File: config.mk
export PLATFORM = sky130hd
export DESIGN_NAME = fb_scanout
export DESIGN_NICKNAME = d
export VERILOG_FILES = /design/src/rtl/fb_pkg.sv /design/src/rtl/fb_fifo.sv /design/src/rtl/fb_scanout.sv
export SDC_FILE = /design/constraint.sdc
export NUM_CORES = 1
export LEC_CHECK = 0
export ABC_AREA = 1
export CORE_MARGIN = 10
export CORE_UTILIZATION = 55
export DETAILED_ROUTE_END_ITERATION = 6
export PLACE_DENSITY_LB_ADDON = 0.05
export SLEW_MARGIN = 40
export SYNTH_ARGS = -nofsm -noshare
export SYNTH_HDL_FRONTEND = slang
export SYNTH_SLANG_ARGS = --single-unit
File: constraint.sdc
create_clock -name clk -period 2.55 [get_ports clk]
set_input_delay 0.51 -clock clk [delete_from_list [all_inputs] [get_ports clk]]
set_output_delay 0.51 -clock clk [all_outputs]
set_load 0.05 [all_outputs]
File: src/rtl/fb_pkg.sv
// Shared types and constants for the framebuffer scanout reader.
package fb_pkg;

    localparam int ADDR_W = 16;
    localparam int DATA_W = 16;

    localparam int DEF_LINE_WORDS = 160;
    localparam int DEF_LINES      = 120;
    localparam int DEF_FIFO_DEPTH = 8;

    typedef enum logic [1:0] {
        ST_IDLE  = 2'd0,
        ST_FETCH = 2'd1,
        ST_DRAIN = 2'd2
    } fb_state_t;

endpackage

File: src/rtl/fb_fifo.sv
// Synchronous read buffer with first-word-fall-through head and flush.
module fb_fifo #(
    parameter int DEPTH = 8,
    parameter int W     = 16
) (
    input  logic                   clk,
    input  logic                   rst,
    input  logic                   flush,
    input  logic                   push,
    input  logic [W-1:0]           wdata,
    input  logic                   pop,
    output logic [W-1:0]           rdata,
    output logic                   empty,
    output logic [$clog2(DEPTH):0] count
);

    localparam int AW = $clog2(DEPTH);

    logic [W-1:0]  mem [DEPTH];
    logic [AW-1:0] wr_ptr;
    logic [AW-1:0] rd_ptr;
    logic          pop_ok;

    assign empty  = (count == '0);
    assign pop_ok = pop & ~empty;
    assign rdata  = mem[rd_ptr];

    // Writes are not gated on full: the reader's credit check prevents overflow.
    always_ff @(posedge clk) begin
        if (push) begin
            mem[wr_ptr] <= wdata;
        end
    end

    always_ff @(posedge clk) begin
        if (rst || flush) begin
            wr_ptr <= '0;
            rd_ptr <= '0;
            count  <= '0;
        end else begin
            if (push) begin
                wr_ptr <= wr_ptr + 1'b1;
            end
            if (pop_ok) begin
                rd_ptr <= rd_ptr + 1'b1;
            end
            case ({push, pop_ok})
                2'b10:   count <= count + 1'b1;
                2'b01:   count <= count - 1'b1;
                default: ;
            endcase
        end
    end

endmodule

File: src/rtl/fb_scanout.sv
// Framebuffer scanout reader: sequential SRAM fetch into a FIFO, presented
// to the pixel pipeline with end-of-line / end-of-frame tags.
module fb_scanout
    import fb_pkg::*;
#(
    parameter logic [ADDR_W-1:0] BASE_ADDR  = 16'h0000,
    parameter int                LINE_WORDS = DEF_LINE_WORDS,
    parameter int                LINES      = DEF_LINES,
    parameter int                FIFO_DEPTH = DEF_FIFO_DEPTH
) (
    input  logic              clk,
    input  logic              rst,
    input  logic              frame_start,
    input  logic              cpu_busy,
    output logic              rd_en,
    output logic [ADDR_W-1:0] rd_addr,
    input  logic [DATA_W-1:0] data_in_pins,
    output logic [DATA_W-1:0] pix_data,
    output logic              pix_valid,
    input  logic              pix_ready,
    output logic              pix_eol,
    output logic              pix_eof,
    output logic              underrun
);

    localparam int TOTAL = LINE_WORDS * LINES;
    localparam int CNT_W = $clog2(TOTAL + 1);
    localparam int COL_W = $clog2(LINE_WORDS + 1);
    localparam int ROW_W = $clog2(LINES + 1);
    localparam int FCW   = $clog2(FIFO_DEPTH) + 1;

    localparam logic [CNT_W-1:0] TOTAL_C  = CNT_W'(TOTAL);
    localparam logic [COL_W-1:0] COL_LAST = COL_W'(LINE_WORDS - 1);
    localparam logic [ROW_W-1:0] ROW_LAST = ROW_W'(LINES - 1);

    fb_state_t        state;
    fb_state_t        state_nxt;
    logic [CNT_W-1:0] issued;
    logic [CNT_W-1:0] pops;
    logic [COL_W-1:0] col;
    logic [ROW_W-1:0] row;
    logic             inflight;
    logic             pop;
    logic             credit_ok;
    logic             fifo_empty;
    logic [FCW-1:0]   fifo_count;

    // A word returning in the same cycle as frame_start belongs to the old frame.
    fb_fifo #(
        .DEPTH (FIFO_DEPTH),
        .W     (DATA_W)
    ) u_fifo (
        .clk   (clk),
        .rst   (rst),
        .flush (frame_start),
        .push  (inflight & ~frame_start),
        .wdata (data_in_pins),
        .pop   (pop),
        .rdata (pix_data),
        .empty (fifo_empty),
        .count (fifo_count)
    );

    assign pix_valid = ~fifo_empty;
    assign pop       = pix_valid & pix_ready;
    assign pix_eol   = pix_valid & (col == COL_LAST);
    assign pix_eof   = pix_eol & (row == ROW_LAST);
    assign credit_ok = (int'(fifo_count) + int'(inflight)) < FIFO_DEPTH;
    assign rd_addr   = BASE_ADDR + ADDR_W'(issued);

    always_comb begin
        state_nxt = state;
        rd_en     = 1'b0;
        case (state)
            ST_IDLE: begin
                if (frame_start) begin
                    state_nxt = ST_FETCH;
                end
            end
            ST_FETCH: begin
                rd_en = ~cpu_busy & credit_ok & (issued < TOTAL_C);
                if (issued == TOTAL_C) begin
                    state_nxt = ST_DRAIN;
                end
            end
            ST_DRAIN: begin
                if (fifo_empty && !inflight && (pops == TOTAL_C)) begin
                    state_nxt = ST_IDLE;
                end
            end
            default: state_nxt = ST_IDLE;
        endcase
        if (frame_start) begin
            state_nxt = ST_FETCH;
        end
    end

    always_ff @(posedge clk) begin
        if (rst) begin
            state    <= ST_IDLE;
            issued   <= '0;
            pops     <= '0;
            col      <= '0;
            row      <= '0;
            inflight <= 1'b0;
            underrun <= 1'b0;
        end else if (frame_start) begin
            state    <= state_nxt;
            issued   <= '0;
            pops     <= '0;
            col      <= '0;
            row      <= '0;
            inflight <= 1'b0;
            underrun <= 1'b0;
        end else begin
            state    <= state_nxt;
            inflight <= rd_en;
            if (rd_en) begin
                issued <= issued + 1'b1;
            end
            if (pop) begin
                pops <= pops + 1'b1;
                if (col == COL_LAST) begin
                    col <= '0;
                    row <= (row == ROW_LAST) ? '0 : row + 1'b1;
                end else begin
                    col <= col + 1'b1;
                end
            end
            if ((state != ST_IDLE) && pix_ready && !pix_valid && (pops < TOTAL_C)) begin
                underrun <= 1'b1;
            end
        end
    end

endmodule

==> run_results.csv <==
group,metric,value,unit
logic_synthesis,synthTopCellsByCount,"188 x nor2_1, 128 x edfxtp_1, 113 x nand2_1, 83 x o21ai_0, 68 x inv_1",
logic_synthesis,async_flop_share,0,%
timing,drv_slew,0,
finish,register_area,5086,um2
logic_synthesis,synth.avg_cell_area,9.648,um2
place,dp_cells,1090,
logic_synthesis,synth.distinct_cells,43,
floorplanning,ioPinCount,58,
pwr,vdd_drop_max,506.3,uV
logic_synthesis,syn_area,8288,um2
pwr,powerDensity,618.9,nW/um2
grt,antenna_found_initial,0,
timing,finalCritPeriodShare,96.31,%
place,hpwlAfterDp,11370,um
grt,grt_usage,17.78,%
timing,worst_slew_pin_slew,529.3,ps
run,cap_viol_max_count,0,
timing,setup_viol,0,
setup_path,cp.required,2040,ps
finish,multi_input_comb_area,2776,um2
outcome,status,"complete, no violations",
grt,grt_pass1_vias,5911,
worst_hold_path,whs_path_depth,2,
logic_synthesis,synth_nets,891,
floorplanning,die_height,142.8,um
timing,fin_hold_ws,460.5,ps
clocking,clock_latency,430,ps
logic_synthesis,synth.area.top_cells,"edfxtp_1 46%, dfxtp_1 15%, nor2_1 8.5%",
detailed_routing,ant_nets,0,
timing,slew-limit-headroom,64.60,%
logic_synthesis,syn_inst,859,
setup_path,r2r_cells,12,
grt,grt_pass1_wl,29040,um
setup_path,critical_path_class,"register to output port",
timing,finalSetupTns,0,ps
logic_synthesis,yosys_warnings,0,
pwr,power,6.179,mW
finish,final_cells,1122,
clocking,clkSinkCount,190,
logic_synthesis,ys_ff_latch,190,
setup_path,path_cells,"buf_4 > o21ai_0 > o22ai_1 > nor2_1 > a31oi_1 > buf_12",
logic_synthesis,synth_top_area_share,46.38,%
setup_path,critPathMaxFanout,20,
detailed_routing,drt_iter0_markers,441,
finish,antenna_cells,0,
floorplanning,die_w,142.8,um
setup_path,path_depth,6,
worst_hold_path,hold_path.class,"register to register",
pwr,p_leak,3.515,nW
setup_path,crit_family,"compound AO/OA/AOI/OAI gates",
timing,period_minus_slack,2456,ps
grt,gr-total-overflow,0,
setup_path,cp_slowest_stage_delay,350,ps
detailed_routing,drc_errors,0,
logic_synthesis,synth_edf_count,128,
logic_synthesis,netlist.top_cell.by_area,"edfxtp_1",
finish,nNetsFinal,957,
finish,drive_above_1_share,11.41,%
logic_synthesis,yosys.cell_count.top_type,"nor2_1",
setup_path,worst-path-buf-inv,2,
detailed_routing,vias_per_cell,5.469,
detailed_routing,vias,6136,
logic_synthesis,ys.flop_type,"edfxtp_1",
clocking,root_buffer,"clkbuf_16",
place,portBuffers,56,
finish,n_fill_cell,1121,
detailed_routing,drt-total-wl,17750,um
clocking,clk_pin_slew,70,ps
finish,area.growth.synth_to_final,20.46,%
place,gp_congestion,0.8827,
floorplanning,fp-row-count,44,
floorplanning,start_util,56.60,%
clocking,cts_buffers,17,
clocking,h-tree-depth,4,
timing,max_freq,0.4072,GHz
timing,hold_viol,0,
timing,final.setup_skew,6.715,ps
clocking,clockBufferDepth,2,
floorplanning,dieArea,20380,um2
setup_path,crit_slowest_cell,"dfxtp_1",
grt,grt_max_degree,44,
logic_synthesis,yosysSeqAreaShare,61.35,%
floorplanning,coreArea,14640,um2
setup_path,critPathLaunchType,"register",
detailed_routing,post_drt_wl_per_cell,15.82,um
clocking,cts_tree,"yes",
setup_path,arrival,1950,ps
setup_path,end_kind,"output port",
detailed_routing,dr.pass1.iters,5,
## power breakdown
| group | leakage (nW) | switching (mW) | total (mW) | internal (mW) |
|---|---|---|---|---|
| sequential | 1.65 | 0.00633 | 3.30 | 3.29 |
| clock | 0.299 | 1.08 | 2.64 | 1.56 |
| combinational | 1.57 | 0.149 | 0.239 | 0.0903 |
## state kept, by name, summed over array words and instances (netlist names), named ones only
| register | cells |
|---|---|
| pops | 15 |
| u_fifo.wr_ptr | 3 |
| state | 2 |
| inflight | 1 |
| issued | 15 |
| u_fifo.mem | 128 |
| u_fifo.rd_ptr | 3 |
| row | 7 |
| u_fifo.count | 4 |
| col | 8 |
| underrun | 1 |
## final timing paths
check	start	end	slack (ps)
worst max-delay path	register	pix_data[1]	90
worst max register to register	inflight$_SDFF_PP0_	u_fifo.count[2]$_SDFFE_PP0P_	460
worst min register to register	underrun$_SDFFE_PP0P_	underrun$_SDFFE_PP0P_	460
worst min-delay path	underrun$_SDFFE_PP0P_	underrun$_SDFFE_PP0P_	460
## kinds of logic after synthesis
logic type / count (synthesis) / synth area share [%]
AOI/OAI and AO/OA: 166 / 10.95
xor gates and xnor gates: 10 / 1.057
adders and majority gates: 11 / 1.661
and+or+nand+nor: 376 / 19.55
DFF: 190 / 61.35
buffers and inverters: 105 / 5.389
other: 1 / 0.04525
## placed cells by master (no fill, tap or decap), drive strengths merged
cell type      instances
nor2                 200
edfxtp               128
nand2                118
o21ai                 88
inv                   74
dfxtp                 62
buf                   41
a21oi                 39
clkdlybuf4s50         37
nand3                 31
clkbuf                24
a31oi                 17
o22ai                 16
nand4                 12
nor3                  12
ha                    11
xor2                   7
clkinv                 5
xnor2                  3
a211oi                 3
nand3b                 2
o21a                   2
clkinvlp               2
nor3b                  1
o21bai                 1
conb                   1
bufinv                 1
## metal layers
| layer | up-vias | share of wire [%] | GRT usage [%] |
|---|---|---|---|
| li1 | 3041 | - | - |
| met5 | - | 0 | 0 |
| met2 | 170 | 49 | 29.48 |
| met3 | 29 | 5.1 | 4.279 |
| met1 | 2896 | 44 | 21.72 |
| met4 | 0 | 1.9 | 7.709 |
## area by class of cell
| class | instances | share of cell area (%) |
|---|---|---|
| repair buffers | 78 | 9.964 |
| clock inverters | 8 | 0.7520 |
| clock buffers | 24 | 5.352 |
| multi-input cells | 564 | 27.81 |
| flip-flops and latches | 190 | 50.95 |
| well taps | 184 | 2.306 |
| inverters | 74 | 2.870 |
## metrics by stage
step	setup WS (ps)	cell area, um2	util [%]
global placement	187.7	9338	63.76
detailed placement	65.90	9338	63.76
floorplan	85.05	8288	-
CTS	27.82	9957	67.99
finish	94.16	9983	68.17
global route	-0.1743	9983	68.17
## worst min-delay path: cells and delay by family (launching register included)
family,cells,cell delay [ps]
AOI/OAI and AO/OA,1,50
buffers and inverters,1,50
DFF,1,310
## what timing repair did
item | CTS | global route
setup buffers | 0 | 0
pin swaps | 0 | 0
setup endpoints to repair | 11 | 11
hold buffers | 0 | 0
resized for setup | 3 | 5
(Power assumes the default switching activity.)
